### src/rtl/serial_add_pkg.sv
// Shared definitions for the bit-serial add/subtract controller:
// FSM state encoding and the bit-counter width helper.
package serial_add_pkg;

    typedef enum logic [1:0] {
        IDLE = 2'd0,
        RUN  = 2'd1,
        DONE = 2'd2
    } state_t;

    // Counter must reach WIDTH, so it needs $clog2(WIDTH+1) bits.
    function automatic int cnt_width(input int width);
        return $clog2(width + 1);
    endfunction

endpackage

### src/rtl/fa_bit.sv
// One-bit full adder; the only arithmetic element of the serial datapath.
module fa_bit (
    input  logic a,
    input  logic b,
    input  logic c,
    output logic sum,
    output logic carry
);

    assign sum   = a ^ b ^ c;
    assign carry = (a & b) | (a & c) | (b & c);

endmodule

### src/rtl/serial_add_ctrl.sv
// Bit-serial add/subtract: one full adder processes the operands LSB first
// over WIDTH cycles, then pulses done for one cycle with sum/cout/ovf held.
module serial_add_ctrl
    import serial_add_pkg::*;
#(
    parameter int WIDTH = 8
) (
    input  logic             clk,
    input  logic             rst,
    input  logic             start,
    input  logic             sub,
    input  logic [WIDTH-1:0] a,
    input  logic [WIDTH-1:0] b,
    output logic             busy,
    output logic             done,
    output logic [WIDTH-1:0] sum,
    output logic             cout,
    output logic             ovf
);

    localparam int CW = cnt_width(WIDTH);

    state_t           state;
    state_t           state_next;
    logic [WIDTH-1:0] a_sh;
    logic [WIDTH-1:0] b_sh;
    logic [WIDTH-1:0] sum_sh;
    logic             carry;
    logic [CW-1:0]    cnt;
    logic             fa_sum;
    logic             fa_carry;
    logic             accept;
    logic             last_bit;

    assign accept   = start && (state != RUN);
    assign last_bit = (state == RUN) && (cnt == CW'(WIDTH - 1));

    fa_bit u_fa (
        .a     (a_sh[0]),
        .b     (b_sh[0]),
        .c     (carry),
        .sum   (fa_sum),
        .carry (fa_carry)
    );

    always_ff @(posedge clk or posedge rst) begin
        if (rst) begin
            state <= IDLE;
        end else begin
            state <= state_next;
        end
    end

    always_comb begin
        state_next = state;
        case (state)
            IDLE:    if (start) state_next = RUN;
            RUN:     if (last_bit) state_next = DONE;
            DONE:    state_next = start ? RUN : IDLE;
            default: state_next = IDLE;
        endcase
    end

    always_comb begin
        busy = (state == RUN);
        done = (state == DONE);
    end

    // Subtraction is a + ~b + 1: the +1 enters as the initial carry.
    always_ff @(posedge clk or posedge rst) begin
        if (rst) begin
            a_sh   <= '0;
            b_sh   <= '0;
            sum_sh <= '0;
            carry  <= 1'b0;
            cnt    <= '0;
            cout   <= 1'b0;
            ovf    <= 1'b0;
        end else if (accept) begin
            a_sh   <= a;
            b_sh   <= sub ? ~b : b;
            sum_sh <= '0;
            carry  <= sub;
            cnt    <= '0;
            cout   <= 1'b0;
            ovf    <= 1'b0;
        end else if (state == RUN) begin
            a_sh   <= a_sh >> 1;
            b_sh   <= b_sh >> 1;
            sum_sh <= {fa_sum, sum_sh[WIDTH-1:1]};
            carry  <= fa_carry;
            cnt    <= cnt + CW'(1);
            if (last_bit) begin
                cout <= fa_carry;
                ovf  <= carry ^ fa_carry;
            end
        end
    end

    assign sum = sum_sh;

endmodule

### config.mk
export PLATFORM = sky130hd
export DESIGN_NAME = serial_add_ctrl
export DESIGN_NICKNAME = d
export VERILOG_FILES = /design/src/rtl/serial_add_pkg.sv /design/src/rtl/fa_bit.sv /design/src/rtl/serial_add_ctrl.sv
export SDC_FILE = /design/constraint.sdc
export NUM_CORES = 1
export LEC_CHECK = 0
export BUFFER_PORTS_ARGS = -buffer_cell sky130_fd_sc_hd__buf_2
export CAP_MARGIN = 20
export CORE_MARGIN = 2
export CORE_UTILIZATION = 54
export CTS_CLUSTER_DIAMETER = 60
export CTS_CLUSTER_SIZE = 14
export DETAILED_ROUTE_END_ITERATION = 12
export PLACE_DENSITY = 0.78
export RECOVER_POWER = 25
export SETUP_SLACK_MARGIN = 0.4
export SLEW_MARGIN = 0
export SYNTH_ARGS = -nofsm -noshare
export SYNTH_HDL_FRONTEND = slang
export SYNTH_SLANG_ARGS = --single-unit
### constraint.sdc
create_clock -name clk -period 1.5 [get_ports clk]
set_input_delay 0.15 -clock clk [delete_from_list [all_inputs] [get_ports clk]]
set_output_delay 0.15 -clock clk [all_outputs]
set_load 0.02 [all_outputs]
# After elaboration in Yosys (flattened, before gate mapping)
# Cells that the tools add are included.
[word_totals]
regBits = 33
output_inout_bits = 12
word_cells = 52
input_bits = 20
[op_classes]
n_reduce_logical = 7
muxes = 21
n_eq_ne = 6
addsub = 1
bitwise = 9
[op_table]
columns = ["cell", "count"]
rows = [
  ["two-way mux 8 bit", 7],
  ["two-way mux 1 bit", 9],
  ["two-way mux 4 bit", 2],
  ["inverter 8 bit", 1],
  ["one-hot mux 2 bit (3 select lines)", 1],
  ["adder 4 x 1 -> 4 bit (second input constant)", 1],
  ["equality test 4 x 3 -> 1 bit (second input constant)", 1],
  ["two-way mux 2 bit", 2],
  ["!= test 2 x 1 -> 1 bit (second input constant)", 2],
  ["AND reduction 2 bit", 2],
  ["nonzero test 2 bit", 2],
  ["bitwise AND 1 bit", 3],
  ["bitwise XOR 1 bit", 3],
  ["equality test 2 x 1 -> 1 bit (second input constant)", 1],
  ["equality test 2 bit (second input constant)", 1],
  ["logical AND 1 bit", 2],
  ["logical NOT 2 bit", 1],
  ["!= test 2 bit (second input constant)", 1],
  ["bitwise OR 1 bit", 2],
]

# Depth between registers and ports, before layout
# Gate-level depths: netlist of the first run.
[logic_depth]
ltp_word = 7
mapped_depth = 7

# By module
# Synthesis of the first run repeated with hierarchy kept, for this count alone.
[unflattened]
hier_cells = 151
hier_area_um2 = 1570.3
[by_module_without_submodules]
columns = ["module", "cells_per_inst", "seq_area_each_um2", "n_inst", "area_each_um2"]
rows = [
  ["serial_add_ctrl", 150, 825.8, 1, 1550.2],
  ["fa_bit", 1, 0.0, 1, 20.0],
]

# Worst setup path before layout of the first run
# Ideal clock, no wire load.
[synth_path]
path_kind = "reg-to-reg"
from = "register carry"
to = "register ovf"
setup_time_ps = 121
period_less_slack_ps = 1286
arrival_ps = 1165
stages_incl_launch_ff = 5
required_ps = 1379
path_slack_ps = 214
cell_sequence = "dfrtp_1 -> inv_1 -> fa_1 -> xnor2_1 -> a22o_1"
[synth_between]
elab_chain_len = 7
word_cells_on_any_way = 8
[synth_lines]
columns = ["element", "line_no", "source"]
rows = [
  ["start, declared", "serial_add_ctrl.sv:28", "logic carry;"],
  ["start signal, assigned", "serial_add_ctrl.sv:83", "carry <= sub;"],
  ["start signal, assigned", "serial_add_ctrl.sv:91", "carry <= fa_carry;"],
  ["bitwise AND 1 bit", "fa_bit.sv:11", "assign carry = (a & b) | (a & c) | (b & c);"],
  ["bitwise OR 1 bit (2 in a row)", "fa_bit.sv:11", ""],
  ["bitwise XOR 1 bit (*)", "serial_add_ctrl.sv:95", "ovf <= carry ^ fa_carry;"],
  ["two-way mux 1 bit (*)", "serial_add_ctrl.sv:93", "if (last_bit) begin"],
  ["two-way mux 1 bit (*)", "serial_add_ctrl.sv:87", "end else if (state == RUN) begin"],
  ["two-way mux 1 bit (*)", "serial_add_ctrl.sv:79", "end else if (accept) begin"],
  ["end signal, assigned", "serial_add_ctrl.sv:95", ""],
  ["end, declared", "serial_add_ctrl.sv:18", "output logic ovf"],
]
# Every way passes the cells marked *; elsewhere a longest branch is shown, timed or not. The select of a mux whose other input is x is not followed.
# A chain may end at the register's enable or synchronous reset.

# Final worst setup path of the first run
[layout_path]
from = "register state[0]"
to = "register cnt[3]"
[layout_between]
elab_chain_len = 3
word_cells_on_any_way = 5
[layout_lines]
columns = ["element", "line_no", "source"]
rows = [
  ["start, declared", "serial_add_ctrl.sv:23", "state_t state;"],
  ["start signal, assigned", "serial_add_ctrl.sv:50", "state <= state_next;"],
  ["!= test 2 x 1 -> 1 bit", "serial_add_ctrl.sv:35", "assign accept = start && (state != RUN);"],
  ["logical AND 1 bit", "serial_add_ctrl.sv:35", ""],
  ["two-way mux 4 bit or nonzero test 2 bit (tied branches)", "n/a", ""],
  ["end signal, assigned", "serial_add_ctrl.sv:92", "cnt <= cnt + CW'(1);"],
  ["end, declared", "serial_add_ctrl.sv:29", "logic [CW-1:0] cnt;"],
]
# Several ways; a longest one is shown, not always the timed one.

==> run_results.csv, run 1 <==
group,metric,value,unit
worst_hold_path,min_path_cells,3,
placed_design,dp.cells,209,
clocking,clk_latency,340,ps
floorplanning,row_count,19,
timing,min_period,1270,ps
route,wl_per_cell,13.4,µm
synthesis,syn_inst,153,
status,status,"completed",
worst_setup_path,worst-r2r-setup-slack,230,ps
synthesis,synth_top_area_frac,0.519,
route,met3_length,129,µm
power_and_ir_drop,cellLeakagePower,1.04,nW
floorplanning,pin_count,32,
synthesis,ys_seq_area_frac,0.519,
route,dr.max_layer_used,"met4",
timing,slew_headroom,0.476,
synthesis,ys.flop_type,"dfrtp_1",
placed_design,place_congestion,0.692,
timing,tns,0,ps
worst_setup_path,cp_data_arrival_time,1500,ps
clocking,htreeDepth,2,
clocking,cts_buffers,5,
clocking,path_clk_slew,110,ps
global_route,grt_max_degree,34,
clocking,cts_root_buf,"clkbuf_4",
route,dr_wl_met2,1.60,mm
floorplanning,die_y,58.3,µm
clocking,max-clock-path-buffers,2,
global_route,grt_pass1_wl,5.20,mm
floorplanning,dieArea,0.00340,mm²
floorplanning,start_util,0.572,
worst_setup_path,end_kind,"register",
power_and_ir_drop,finalPower,4.03,mW
finish,fill_cells,197,
synthesis,yosysMostFrequentCell,"dfrtp_1",
clocking,cts.sinks,33,
placed_design,place_area,0.00176,mm²
timing,worst_pin_slew,785,ps
synthesis,ys_ff_latch,33,
worst_hold_path,hold_path.class,"input port to register",
floorplanning,dieWidth,58.3,µm
synthesis,synth_fp_nets,175,
timing,drv_slew,0,
timing,fin_crit_sh,0.846,
worst_setup_path,crit_path_max_fanout,4,
synthesis,yosys.area_share.adder,0.0204,
route,drt-pass1-iter-count,4,
synthesis,synth_common_cells,"dfrtp_1, nand2_1, o21ai_0",
worst_setup_path,startpoint_type,"register",
finish,final_cells,236,
route,wirelength,3.16,mm
synthesis,synth-edff-count,0,
synthesis,async_flop_share,1.00,
route,ant_nets,0,
worst_setup_path,crit_required,1730,ps
global_route,antenna_found_initial,0,
route,first_iter_violations,29,
worst_setup_path,r2r_cells,5,
power_and_ir_drop,ir_drop,0.00181,V
synthesis,synth_top_family_by_area,"multiplexers",
synthesis,syn_area,0.00159,mm²
synthesis,synthSimpleGateAreaFrac,0.114,
timing,rsz0062_at_grt,"true",
synthesis,synth_compound_area_frac,0.111,
finish,antenna_cells,0,
synthesis,synth.area.top_cells,"dfrtp_1, mux2i_1, nand2_1, o21ai_0, xor2_1",
job,max_cap_viol_count,0,
route,vias,1264,
synthesis,synth_cell_types,31,
timing,finalSetupViolations,0,
placed_design,hpwl,1.90,mm
clocking,cts_tree,"yes",
finish,final_nets,226,
route,vias_per_cell,5.36,
synthesis,synth_mux_area_frac,0.124,
timing,hold_ws,92.0,ps
global_route,grt-ovfl-total,0,
power_and_ir_drop,powerDensity,1970,mW/mm²
timing,timing.fmax,788,MHz
finish,design_area,0.00205,mm²
synthesis,yosys.area.top_type,"dfrtp_1",
timing,hold_viol,0,
timing,fin_skew,10.9,ps
route,met1_length,1.40,mm
route,drc,0,
synthesis,synth_warnings,0,
global_route,track_usage,0.199,
placed_design,port_buffers,31,
floorplanning,core,0.00278,mm²
finish,drive_above_1_share,0.380,
synthesis,synth_xor_area_frac,0.0495,
global_route,grt_pass1_vias,1214,
synthesis,syn_area_per_cell,10.4,µm²
worst_setup_path,crit_type,"register to register",
finish,area_delta_synth_final,28.7,%
## where the power goes
| part | switching, mW | internal, mW |
|---|---|---|
| Clock | 0.315 | 0.177 |
| Combinational | 1.05 | 0.987 |
| Sequential | 0.239 | 1.26 |
## kinds of logic after synthesis
family	after synthesis
compound gates	31
xor+xnor	9
fa+ha+maj	2
buf+inv	17
flops	33
mux	18
simple gates	43
## layout make-up
cell class | count | area, µm² | area share
multi-input cells | 103 | 711 | 0.347
clock inverters | 3 | 17.5 | 0.00855
inverters | 7 | 38.8 | 0.0189
well taps | 31 | 38.8 | 0.0189
flip-flops and latches | 33 | 826 | 0.403
repair buffers | 52 | 354 | 0.173
clock buffers | 5 | 37.5 | 0.0183
repair inverters | 2 | 25.0 | 0.0122
## final timing paths
check | start | endpoint
max | state[0] | cnt[3]
min | a[6] | a_sh[6]
max reg2reg | state[0] | cnt[3]
min reg2reg | a_sh[3] | a_sh[2]
max in group asynchronous | rst | ovf
min in group asynchronous | rst | sum[0]
## what timing repair did
action                                 in CTS  in global routing
pin swaps                                   5                  4
setup endpoints to repair                  16                 30
cloned                                      1                  1
hold buffers                                1                  0
setup buffers                              11                  5
resized for setup                           9                 14
endpoints found under the hold margin      33                  0
## worst max-delay path, cell delays in order (launching register included)
cell and delay [ps]:
dfrtp_1 430, nand2b_4 150, inv_12 50, buf_12 120, and3_4 150, a311o_1 270
## registers in the layout, summed over array words and instances, names as in the netlist
name,flops
a_sh,8
b_sh,8
sum,8
cnt,4
state,2
carry,1
cout,1
ovf,1
## placed cells by master (no fill, tap or decap), drive strengths merged
master        n
nand3         3
and3b         1
clkinvlp      1
inv           8
a211oi        1
clkinv        3
nor3          1
nor2b         1
o21ai        24
buf          50
fa            1
a311o         1
o22ai         1
mux2          1
o211a         1
a22o          2
dfrtp        33
ha            1
and3          1
clkbuf        6
dlygate4sd3   1
and2          1
a21oi         1
xnor2         2
nor2          2
nand2b        1
xor2          7
mux2i        17
nand2        32
## stage by stage
stage | util | setup WS [ps]
5_1_grt | 0.736 | 189
3_5_place_dp | 0.634 | 201
6_report | 0.736 | 232
2_1_floorplan | - | 320
4_1_cts | 0.705 | 258
3_3_place_gp | 0.634 | 224
## metal layers
| metal | track usage | vias up |
|---|---|---|
| met4 | 0.0598 | 0 |
| met2 | 0.329 | 28 |
| met5 | 0 | - |
| li1 | - | 617 |
| met1 | 0.264 | 614 |
| met3 | 0.0440 | 5 |
No activity file was read; power rests on OpenSTA's default activity.
==> run 2, diff against run 1 <==
- clock period: 1.5 -> 1.3 ns (I/O delays scaled with it)
==> run 2 against run 1 <==
The run now ends with negative setup slack left. Clock power rose by 24%. Clock skew rose by 1.4 ps. Critical path depth fell by 1. Via count rose by 14%. Core utilization rose by 17 points. Sequential power rose by 23%. Combinational power rose by 96%. Flip-flop and latch count did not move. Sequential share of layout area fell by 7.7 points. Worst hold slack got worse by 17 ps. Critical endpoint is now cout.
==> run_results.csv, run 2 (synthesis gave the netlist of run 1 again) <==
group,metric,value,unit
status,status,"complete, but fails checks",
status,violations,"negative setup slack",
timing,finalSetupViolations,3,
global_route,track_usage,0.232,
power_and_ir_drop,powerDensity,2550,mW/mm²
worst_setup_path,crit_required,1570,ps
clocking,clk_latency,340,ps
timing,timing.fmax,723,MHz
finish,postLayoutCoreUtil,0.910,
floorplanning,dieArea,0.00340,mm²
global_route,top_usage_layer,"met2",
power_and_ir_drop,cellLeakagePower,1.26,nW
placed_design,place_ws,33.4,ps
timing,worst_slack,-82.5,ps
route,wirelength,4.82,mm
finish,layout_commonest_cell,"dfrtp_1",
power_and_ir_drop,ir_drop,0.00280,V
power_and_ir_drop,finalPower,6.47,mW
timing,min_period,1380,ps
floorplanning,start_util,0.572,
clocking,htreeDepth,2,
route,wl_per_cell,19.1,µm
timing,drv_slew,0,
worst_setup_path,cp_data_arrival_time,1660,ps
worst_setup_path,slowest_delay,410,ps
route,vias,1442,
timing,worst_pin_slew,811,ps
timing,fin_skew,12.4,ps
route,first_iter_violations,67,
worst_setup_path,end_kind,"register",
job,max_cap_viol_count,0,
floorplanning,pin_count,32,
worst_setup_path,crit_path_top_delay_cell,"dfrtp_1",
floorplanning,dieWidth,58.3,µm
global_route,grt_use_met1,0.290,
clocking,cts.sinks,33,
route,ant_nets,0,
placed_design,port_buffers,31,
timing,hold_viol,0,
global_route,grt-ovfl-total,0,
route,drc,0,
worst_setup_path,cp_cell_sequence,"ha_2 > and3b_2 > mux2i_1 > a22o_1",
finish,area_delta_synth_final,59.1,%
clocking,cts_buffers,5,
route,drt-pass1-iter-count,4,
finish,antenna_cells,0,
global_route,grt_pass1_vias,1298,
global_route,use_met3,0.0484,
global_route,grt_pass1_wl,5.87,mm
clocking,path_clk_slew,100,ps
floorplanning,core,0.00278,mm²
timing,hold_ws,74.8,ps
finish,drive_above_1_share,0.581,
worst_setup_path,startpoint_type,"register",
global_route,grt_max_degree,34,
floorplanning,die_y,58.3,µm
timing,slew_headroom,0.459,
floorplanning,row_count,19,
timing,rsz0062_at_grt,"true",
worst_setup_path,crit_type,"register to register",
global_route,antenna_found_initial,0,
finish,final_cell_mix,"dfrtp_1, buf_6, buf_2",
clocking,max-clock-path-buffers,2,
clocking,cts_tree,"yes",
worst_setup_path,crit_path_max_fanout,3,
placed_design,hpwl,2.08,mm
route,vias_per_cell,5.70,
timing,fin_crit_sh,1.06,
clocking,cts_root_buf,"clkbuf_4",
global_route,met2_usage,0.387,
placed_design,place_congestion,0.746,
worst_hold_path,hold_path.class,"input port to register",
finish,final_nets,244,
## run 2: cell count changes in the layout (fill, tap and decap cells not counted), sizes merged
cell	delta
inv	-1
clkinvlp	-1
buf	+16
clkbuf	+3
## run 2: routing by layer
layer / vias to the layer above / part of all wire
li1: 651 / -
met5: - / 0
met3: 11 / 0.052
met4: 0 / 0.015
met1: 730 / 0.44
met2: 50 / 0.49
## run 2: final cells by class
class                           count  area [µm²]
Tap cell                           31        38.8
Clock buffer                        7        55.1
Fill cell                          94         249
Multi-Input combinational cell    103         867
Sequential cell                    33         827
Timing Repair Buffer               69         662
Inverter                            7        38.8
Timing Repair inverter              3        43.8
## run 2: final timing paths
check / from / end / slack (ps) / cells after the start
setup / recovery: cnt[0] / cout / -80 / 4
max in group asynchronous: rst / sum[4] / 190 / 4
setup reg to reg: cnt[0] / cout / -80 / 4
hold reg to reg: b_sh[7] / b_sh[6] / 530 / 2
min in group asynchronous: rst / b_sh[6] / 550 / 4
hold / removal: a[5] / a_sh[5] / 70 / 3
## run 2: metrics by stage
stage | TNS [ps] | std cells | area, µm²
6_report | -170 | 253 | 2530
5_1_grt | -437 | 253 | 2530
4_1_cts | 0 | 239 | 2140
3_5_place_dp | 0 | 210 | 1790
3_3_place_gp | 0 | 210 | 1790
2_1_floorplan | 0 | 153 | 1640
## run 2: report_power, final
part	internal, mW	switching (mW)
registers	1.46	0.394
clock network	0.255	0.355
logic	2.11	1.89
total	3.82	2.64
## run 2: worst max-delay path: cells and delay by family, from the launching register on
kind                       cells  cell delay [ps]
muxes                          1              260
AOI/OAI and AO/OA              1              220
DFF                            1              410
adders and majority gates      1              210
and+or+nand+nor                1              220
## run 2: repair_timing
action,CTS,global route
pin swaps,5,22
hold buffers,1,0
setup buffers,18,12
endpoints found under the setup margin,44,45
resized for setup,41,78
endpoints found under the hold margin,33,0
cloned,3,2
==> run 3, diff against run 2 <==
- CORE_ASPECT_RATIO: not set -> 1.5
==> run 3 against run 2 <==
The flow still finishes with violations (negative setup slack). Cell count is the same. Wire length grew 4.9%. Clock power grew 21%. Sequential share of layout area grew 0.24 points. Combinational power shrank 2%. Worst hold slack gained 73 ps. Setup slack gained 62 ps. Largest power group unchanged. Die area grew 0.26%. Critical path depth is the same. Flip-flop and latch count is the same.
==> run_results.csv, run 3 (synthesis gave the netlist of run 1 again) <==
group,metric,value,unit
status,status,"complete, but fails checks",
status,violations,"negative setup slack",
clocking,max-clock-path-buffers,2,
worst_setup_path,crit_required,1510,ps
route,drt-pass1-iter-count,6,
floorplanning,core,0.00285,mm²
power_and_ir_drop,ir_drop,0.00165,V
job,max_cap_viol_count,0,
placed_design,place_congestion,0.786,
global_route,top_usage_layer,"met2",
timing,fin_skew,6.37,ps
global_route,track_usage,0.252,
finish,antenna_cells,0,
floorplanning,dieWidth,48.3,µm
finish,area_delta_synth_final,57.7,%
clocking,cts_tree,"yes",
global_route,use_met3,0.0406,
floorplanning,row_count,24,
global_route,grt_use_met1,0.290,
route,wl_per_cell,20.0,µm
floorplanning,start_util,0.558,
power_and_ir_drop,finalPower,6.53,mW
finish,final_nets,235,
worst_setup_path,end_kind,"register",
worst_setup_path,startpoint_type,"register",
global_route,antenna_found_initial,0,
route,vias_per_cell,5.72,
worst_setup_path,cp_data_arrival_time,1530,ps
clocking,htreeDepth,2,
timing,hold_viol,0,
clocking,cts.sinks,33,
timing,min_period,1320,ps
global_route,grt-ovfl-total,0,
timing,worst_pin_slew,726,ps
worst_setup_path,crit_path_top_delay_cell,"dfrtp_1",
floorplanning,die_y,70.5,µm
clocking,cts_buffers,5,
worst_setup_path,crit_type,"register to register",
worst_hold_path,hold_path.class,"input port to register",
timing,finalSetupViolations,1,
worst_setup_path,crit_path_max_fanout,8,
timing,drv_slew,0,
timing,fin_crit_sh,1.02,
global_route,grt_pass1_vias,1442,
timing,rsz0062_at_grt,"true",
route,vias,1446,
placed_design,place_ws,55.0,ps
timing,worst_slack,-20.7,ps
worst_setup_path,worst-r2r-setup-slack,-20,ps
timing,timing.fmax,757,MHz
placed_design,hpwl,2.09,mm
timing,slew_headroom,0.516,
clocking,clk_latency,280,ps
route,wirelength,5.06,mm
finish,final_cell_mix,"dfrtp_1, buf_2, buf_4",
route,first_iter_violations,53,
floorplanning,dieArea,0.00341,mm²
clocking,path_clk_slew,70,ps
clocking,cts_root_buf,"clkbuf_8",
global_route,grt_pass1_wl,6.57,mm
global_route,met2_usage,0.468,
route,drc,0,
route,ant_nets,0,
timing,tns,-20.7,ps
worst_setup_path,slowest_delay,390,ps
finish,drive_above_1_share,0.561,
global_route,grt_max_degree,34,
power_and_ir_drop,powerDensity,2600,mW/mm²
placed_design,port_buffers,31,
power_and_ir_drop,cellLeakagePower,1.25,nW
finish,layout_commonest_cell,"dfrtp_1",
floorplanning,pin_count,32,
worst_setup_path,cp_cell_sequence,"nand2b_4 > buf_4 > nor3_1 > a311o_1",
## run 3: report_power, final
group | internal (mW) | total, mW | leakage [nW] | switching [mW]
clock | 0.380 | 0.740 | 0.0395 | 0.360
sequential | 1.46 | 1.86 | 0.427 | 0.403
combinational | 2.06 | 3.92 | 0.784 | 1.87
total | 3.90 | 6.53 | 1.25 | 2.63
## run 3: layer usage
layer,routed length (µm),share of wire
met2,2870,0.57
met1,1850,0.36
met5,0,0
met4,86,0.017
met3,263,0.052
## run 3: worst max-delay path: cells and delay by family, from the launching register on
family | cells | cell delay [ps]
compound gates | 1 | 200
flops | 1 | 390
buf+inv | 1 | 180
simple gates | 2 | 470
## run 3: final cells by class
cell class	instances	area, µm²
repair buffers	63	616
inverters	7	33.8
fillers	124	343
flip-flops and latches	33	826
well taps	39	48.8
multi-input cells	103	906
clock buffers	8	80.1
## run 3: metrics by stage
stage | instances | instance area [µm²] | hold slack, ps | util
final | 253 | 2510 | 147 | 0.880
after global routing | 253 | 2510 | 168 | 0.880
after CTS | 249 | 2280 | 139 | 0.798
after detailed placement | 217 | 1790 | 240 | 0.629
after global placement | 217 | 1790 | 232 | 0.629
after floorplan | 153 | 1640 | 259 | -
## run 3: repair_timing
item	4_1_cts	5_1_grt
pin swaps	6	16
hold buffers	1	0
setup endpoints to repair	43	70
setup buffers	20	3
hold endpoints to repair	33	0
gates resized for setup	57	55
gates cloned	3	1
## run 3: path summary, 6_finish.rpt
check,startpoint,endpoint,cells after the start
worst max-delay path,state[1],cnt[3],4
worst min-delay path,a[6],a_sh[6],3
worst max register to register,state[1],cnt[3],4
worst min register to register,a_sh[6],a_sh[5],2
max in group asynchronous,rst,b_sh[3],4
min in group asynchronous,rst,sum[6],4
